<file path="config.mk">
export PLATFORM = sky130hd
export DESIGN_NAME = mpc_sample_sequencer
export DESIGN_NICKNAME = d
export VERILOG_FILES = /design/src/rtl/mpc_seq_pkg.sv /design/src/rtl/mpc_tick_gen.sv /design/src/rtl/mpc_sample_sequencer.sv
export SDC_FILE = /design/constraint.sdc
export NUM_CORES = 1
export LEC_CHECK = 0
export ABC_AREA = 0
export CORE_MARGIN = 1.5
export CORE_UTILIZATION = 25
export DETAILED_ROUTE_END_ITERATION = 7
export PLACE_DENSITY_LB_ADDON = 0.12
export SYNTH_ARGS = -nofsm -noshare
export SYNTH_HDL_FRONTEND = slang
export SYNTH_SLANG_ARGS = --single-unit
</file>
<file path="constraint.sdc">
create_clock -name clk_1 -period 5.2 [get_ports clk_1]
set_input_delay 1.04 -clock clk_1 [delete_from_list [all_inputs] [get_ports clk_1]]
set_output_delay 1.04 -clock clk_1 [all_outputs]
set_load 0.02 [all_outputs]
</file>
<file path="src/rtl/mpc_seq_pkg.sv">
`default_nettype none
// +--------------------------------------------------------------------------+
// | mpc_seq_pkg : shared types, Q7 constants and saturation for the sequencer |
// | Rev 1.0                                                                  |
// +--------------------------------------------------------------------------+
package mpc_seq_pkg;

  localparam int W = 21;

  localparam int Q7_FRAC_BITS = 7;
  localparam int Q7_ONE       = 1 << Q7_FRAC_BITS;
  localparam int Q7_U_LIMIT   = 100 * Q7_ONE;

  // Saturation runs at a fixed wide width so any W up to SAT_W can share it.
  localparam int SAT_W = 32;

  typedef enum logic [1:0] {
    ST_IDLE    = 2'd0,
    ST_LAUNCH  = 2'd1,
    ST_WAIT    = 2'd2,
    ST_CAPTURE = 2'd3
  } seq_state_t;

  function automatic logic signed [SAT_W-1:0] sat_w(
    input logic signed [SAT_W-1:0] x,
    input logic signed [SAT_W-1:0] lo,
    input logic signed [SAT_W-1:0] hi
  );
    if (x > hi)      sat_w = hi;
    else if (x < lo) sat_w = lo;
    else             sat_w = x;
  endfunction

endpackage
`default_nettype wire

</file>
<file path="src/rtl/mpc_tick_gen.sv">
`default_nettype none
// +--------------------------------------------------------------------------+
// | mpc_tick_gen : control-period tick, one pulse every PERIOD_CYC cycles     |
// | Rev 1.0                                                                  |
// +--------------------------------------------------------------------------+
module mpc_tick_gen #(
  parameter int PERIOD_CYC = 1000
) (
  input  logic clk_1,
  input  logic ap_rst,
  input  logic en,
  output logic tick
);

  localparam int CW = (PERIOD_CYC > 1) ? $clog2(PERIOD_CYC) : 1;
  localparam logic [CW-1:0] LAST = CW'(PERIOD_CYC - 1);

  logic [CW-1:0] cnt;

  // Held at zero while disabled so the first tick lands PERIOD_CYC cycles after en rises.
  always_ff @(posedge clk_1 or posedge ap_rst) begin
    if (ap_rst)                   cnt <= '0;
    else if (!en || cnt == LAST)  cnt <= '0;
    else                          cnt <= cnt + CW'(1);
  end

  assign tick = en && (cnt == LAST);

endmodule
`default_nettype wire

</file>
<file path="src/rtl/mpc_sample_sequencer.sv">
`default_nettype none
// +--------------------------------------------------------------------------+
// | mpc_sample_sequencer : periodic operand latch, core launch/wait, clamped  |
// | actuator capture. Option macro MPC_SEQ_FAILSAFE_EN: zero u_out on timeout |
// | Rev 1.0                                                                  |
// +--------------------------------------------------------------------------+
module mpc_sample_sequencer
  import mpc_seq_pkg::*;
#(
  parameter int                 W           = mpc_seq_pkg::W,
  parameter int                 PERIOD_CYC  = 1000,
  parameter int                 TIMEOUT_CYC = 800,
  parameter logic signed [W-1:0] U_MAX      = 21'sd12800,
  parameter logic signed [W-1:0] U_MIN      = -21'sd12800
) (
  input  logic                clk_1,
  input  logic                ap_rst,
  input  logic                en,
  input  logic signed [W-1:0] r_in,
  input  logic signed [W-1:0] pos_in,
  input  logic signed [W-1:0] vel_in,
  output logic signed [W-1:0] r,
  output logic signed [W-1:0] pos,
  output logic signed [W-1:0] vel,
  output logic                ap_start,
  output logic                fc0_input_ap_vld,
  input  logic                ap_done,
  input  logic                ap_idle,
  input  logic signed [W-1:0] layer13_out,
  output logic signed [W-1:0] u_out,
  output logic                u_valid,
  output logic                busy,
  output logic                timeout_flag,
  output logic [15:0]         overrun_cnt
);

  localparam int WCW = $clog2(TIMEOUT_CYC + 1);
  localparam logic [WCW-1:0] WAIT_LAST = WCW'(TIMEOUT_CYC - 1);

  seq_state_t               state;
  logic [WCW-1:0]           wait_cnt;
  logic                     tick;
  logic                     drop_tick;
  logic signed [SAT_W-1:0]  sat_res;

  mpc_tick_gen #(
    .PERIOD_CYC (PERIOD_CYC)
  ) u_tick_gen (
    .clk_1  (clk_1),
    .ap_rst (ap_rst),
    .en     (en),
    .tick   (tick)
  );

  // A tick is lost when the sequencer is mid-transaction or the core is not idle.
  assign drop_tick = tick && ((state != ST_IDLE) || !ap_idle);

  assign sat_res = sat_w(SAT_W'(layer13_out), SAT_W'(U_MIN), SAT_W'(U_MAX));

  always_ff @(posedge clk_1 or posedge ap_rst) begin
    if (ap_rst) begin
      state            <= ST_IDLE;
      wait_cnt         <= '0;
      r                <= '0;
      pos              <= '0;
      vel              <= '0;
      ap_start         <= 1'b0;
      fc0_input_ap_vld <= 1'b0;
      u_out            <= '0;
      u_valid          <= 1'b0;
      busy             <= 1'b0;
      timeout_flag     <= 1'b0;
      overrun_cnt      <= '0;
    end else begin
      ap_start         <= 1'b0;
      fc0_input_ap_vld <= 1'b0;
      u_valid          <= 1'b0;

      if (drop_tick && (overrun_cnt != 16'hFFFF))
        overrun_cnt <= overrun_cnt + 16'd1;

      case (state)
        ST_IDLE: begin
          if (tick && ap_idle) begin
            r                <= r_in;
            pos              <= pos_in;
            vel              <= vel_in;
            ap_start         <= 1'b1;
            fc0_input_ap_vld <= 1'b1;
            busy             <= 1'b1;
            state            <= ST_LAUNCH;
          end
        end

        ST_LAUNCH: begin
          wait_cnt <= '0;
          state    <= ST_WAIT;
        end

        ST_WAIT: begin
          wait_cnt <= wait_cnt + WCW'(1);
          if (ap_done) begin
            busy  <= 1'b0;
            state <= ST_CAPTURE;
          end else if (wait_cnt == WAIT_LAST) begin
            timeout_flag <= 1'b1;
            busy         <= 1'b0;
            state        <= ST_IDLE;
`ifdef MPC_SEQ_FAILSAFE_EN
            u_out        <= '0;
            u_valid      <= 1'b1;
`endif
          end
        end

        ST_CAPTURE: begin
          u_out   <= sat_res[W-1:0];
          u_valid <= 1'b1;
          state   <= ST_IDLE;
        end

        default: state <= ST_IDLE;
      endcase
    end
  end

endmodule
`default_nettype wire

</file>
==> reports/metrics.cfg <==
[run_status]
outcome=complete, no violations

[die]
std_cell_rows=54
initial_core_util=0.254
ios=194
fp.dieW_microns=152
die_h_microns=152
dieArea_sq_um=23000
core_sq_um=21800

[power_and_ir_drop]
p_sw_frac=0.284
combPwrFrac=0.210
seqPwrFrac=0.398
clkPwrFrac=0.392
intPower_mw=2.02
p_sw_mw=0.804
ir_drop_mv=0.218
p_per_area_nw_per_um2=341
power.leakage_nw=3.70

[critical_path]
rr_worst_depth=6
criticalPathCategory=input pin to register
cp_data_required_time_ps=5480
critPathLaunchType=input pin
crit_path_end_kind=register
worstPathArrival_ps=3220
critical_path.max_fanout=55

[route]
via_per_inst=4.37
drt_wl_total_mm=14.0
vias=3980
ant_nets=0
drc=0
drtIter0Drc=123
routedWlPerCell_microns=15.4
first_pass_iters=4

[yosys]
muxShareOfSynthArea=0.167
synth-edff-count=0
syn_inst=418
synth_area_leaders=dfrtp_1 57%, mux2_4 13%, mux2_2 3.3%, xnor2_1 2.2%, nor2_1 2.1%
synth-xor-area-share=0.0381
synthesis.nets=515
synth-seq-area-share=0.571
yosysTopAreaCellShare=0.571
synth-compound-area-share=0.0583
yosys.area_share.simple=0.117
yosysWarnings=0
synth.largest_area_cell=dfrtp_1
synth_ff_type=dfrtp_1
synth_top_family_by_area=multiplexers
synth.avg_cell_area_sq_um=13.2
synthArstFlopShare=1.00
ys_ff_latch=126
synthAdderAreaFrac=0.0181
ys_types=47
syn-cell-area_sq_um=5520

[timing]
fin_crit_sh=0.566
tns_ps=0
worst_hold_slack_ps=467
drv_slew=0
worstMarginPinSlew_ps=1040
hold_viol_final=0
fin_skew_ps=9.16
rsz0062_at_grt=no
slew-limit-headroom=0.301
finalSetupViolCount=0
min_period_ps=2940
fmax_mhz=340

[cells_and_area]
syn2layout_area_growth_pct=50.2
layout.cells.non_filler=910
num_antenna_cells=0
nNetsFinal=716
layout-drive-gt1-share=0.167
layout_commonest_cell=clkdlybuf4s50_1
layout_common_cells=193 x clkdlybuf4s50_1, 126 x dfrtp_1, 48 x mux2_4

[clock_network]
htree_levels=4
cts.hold.buffers_added=0
cts_buffer_depth=2
clk_latency_ps=410
path_clk_slew_ps=60
postCtsSetupBuffers=0
numCtsBuffers=17
cts-root-buf=clkbuf_16
cts_tree=built
cts_resized=0
clkSinkCount=126

[global_routing]
grt_pass1_vias=4048
overflow=0
grtUsageTotal=0.123
antenna_found_initial=0
grt_first_pass_wirelength_mm=21.6
grt_max_degree=64

[run]
drv_cap=0

[placed_design]
gp_congestion=0.757
dp_hpwl_mm=9.96
portBuffers=193
placedCellCount=880

[hold_path]
min_path_cells=2
min_path_type=register to register

[cells in the mapped netlist (8+ instances only)]
master and n:
nand3_1 17, mux2_2 16, xnor2_1 14, o2bb2ai_1 9, a22o_1 9, xor2_1 10
nor2_1 31, nor3_1 9, nand2_1 21, mux2_4 48, ha_1 8, a21oi_1 8
inv_1 16, dfrtp_1 126
[logic make-up (layout without fill, tap and decap cells)]
family          Yosys count  count (layout)
buf+inv                  31             243
simple gates            120             120
fa+ha+maj                 8               8
compound gates           43              43
mux                      66              66
xor+xnor                 24              24
flops                   126             126
[metrics by stage]
stage	setup WS (ps)	utilization	total power [mW]	instance area (sq um)
4_1_cts	2260	0.381	2.88	8290
3_3_place_gp	1910	0.356	1.73	7740
6_report	2260	0.381	2.83	8290
3_5_place_dp	1830	0.356	1.75	7740
5_1_grt	2160	0.381	2.99	8290
2_1_floorplan	804	-	1.45	5520
[worst max-delay path, cell delays in order]
cell and delay, ps:
clkdlybuf4s50_1 530, inv_1 100, nor4_4 390, nand3_4 230
buf_4 460, mux2_4 420
[flip-flops by register name, indices dropped and copies added (netlist names)]
| register | count |
|---|---|
| r | 21 |
| overrun_cnt | 16 |
| state | 2 |
| u_valid | 1 |
| u_out | 21 |
| u_tick_gen.cnt | 10 |
| timeout_flag | 1 |
| vel | 21 |
| wait_cnt | 10 |
| pos | 21 |
| busy | 1 |
| fc0_input_ap_vld | 1 |
[routing by layer]
layer | up-vias | GRT usage | share of wire
met2 | 119 | 0.203 | 0.48
met3 | 13 | 0.0368 | 0.065
met5 | - | 0 | 0
li1 | 1892 | - | -
met1 | 1956 | 0.151 | 0.44
met4 | 0 | 0.0476 | 0.013
[layout make-up]
cell class | instances | area, sq um
Fill cell | 2119 | 13500
Sequential cell | 126 | 3150
Multi-Input combinational cell | 261 | 2210
Timing Repair Buffer | 196 | 1950
Clock buffer | 20 | 457
Tap cell | 280 | 350
Clock inverter | 10 | 91.3
Inverter | 17 | 66.3
[worst paths after layout]
path,startpoint,to,slack [ps]
worst max register to register,u_tick_gen.cnt[0],r[11],2690
min in group asynchronous,ap_rst,r[16],1150
max in group asynchronous,ap_rst,state[0],3060
worst min-delay path,timeout_flag,timeout_flag,470
worst min register to register,timeout_flag,timeout_flag,470
worst max-delay path,en,r[11],2260
[power by group through the flow]
stage | registers, mW | logic (mW) | clock network (mW)
final | 1.13 | 0.594 | 1.11
after detailed placement | 1.14 | 0.601 | 0
after global routing | 1.14 | 0.653 | 1.20
after floorplan | 1.22 | 0.231 | 0
after CTS | 1.13 | 0.603 | 1.15
after global placement | 1.14 | 0.595 | 0
(Power assumes the default switching activity.)
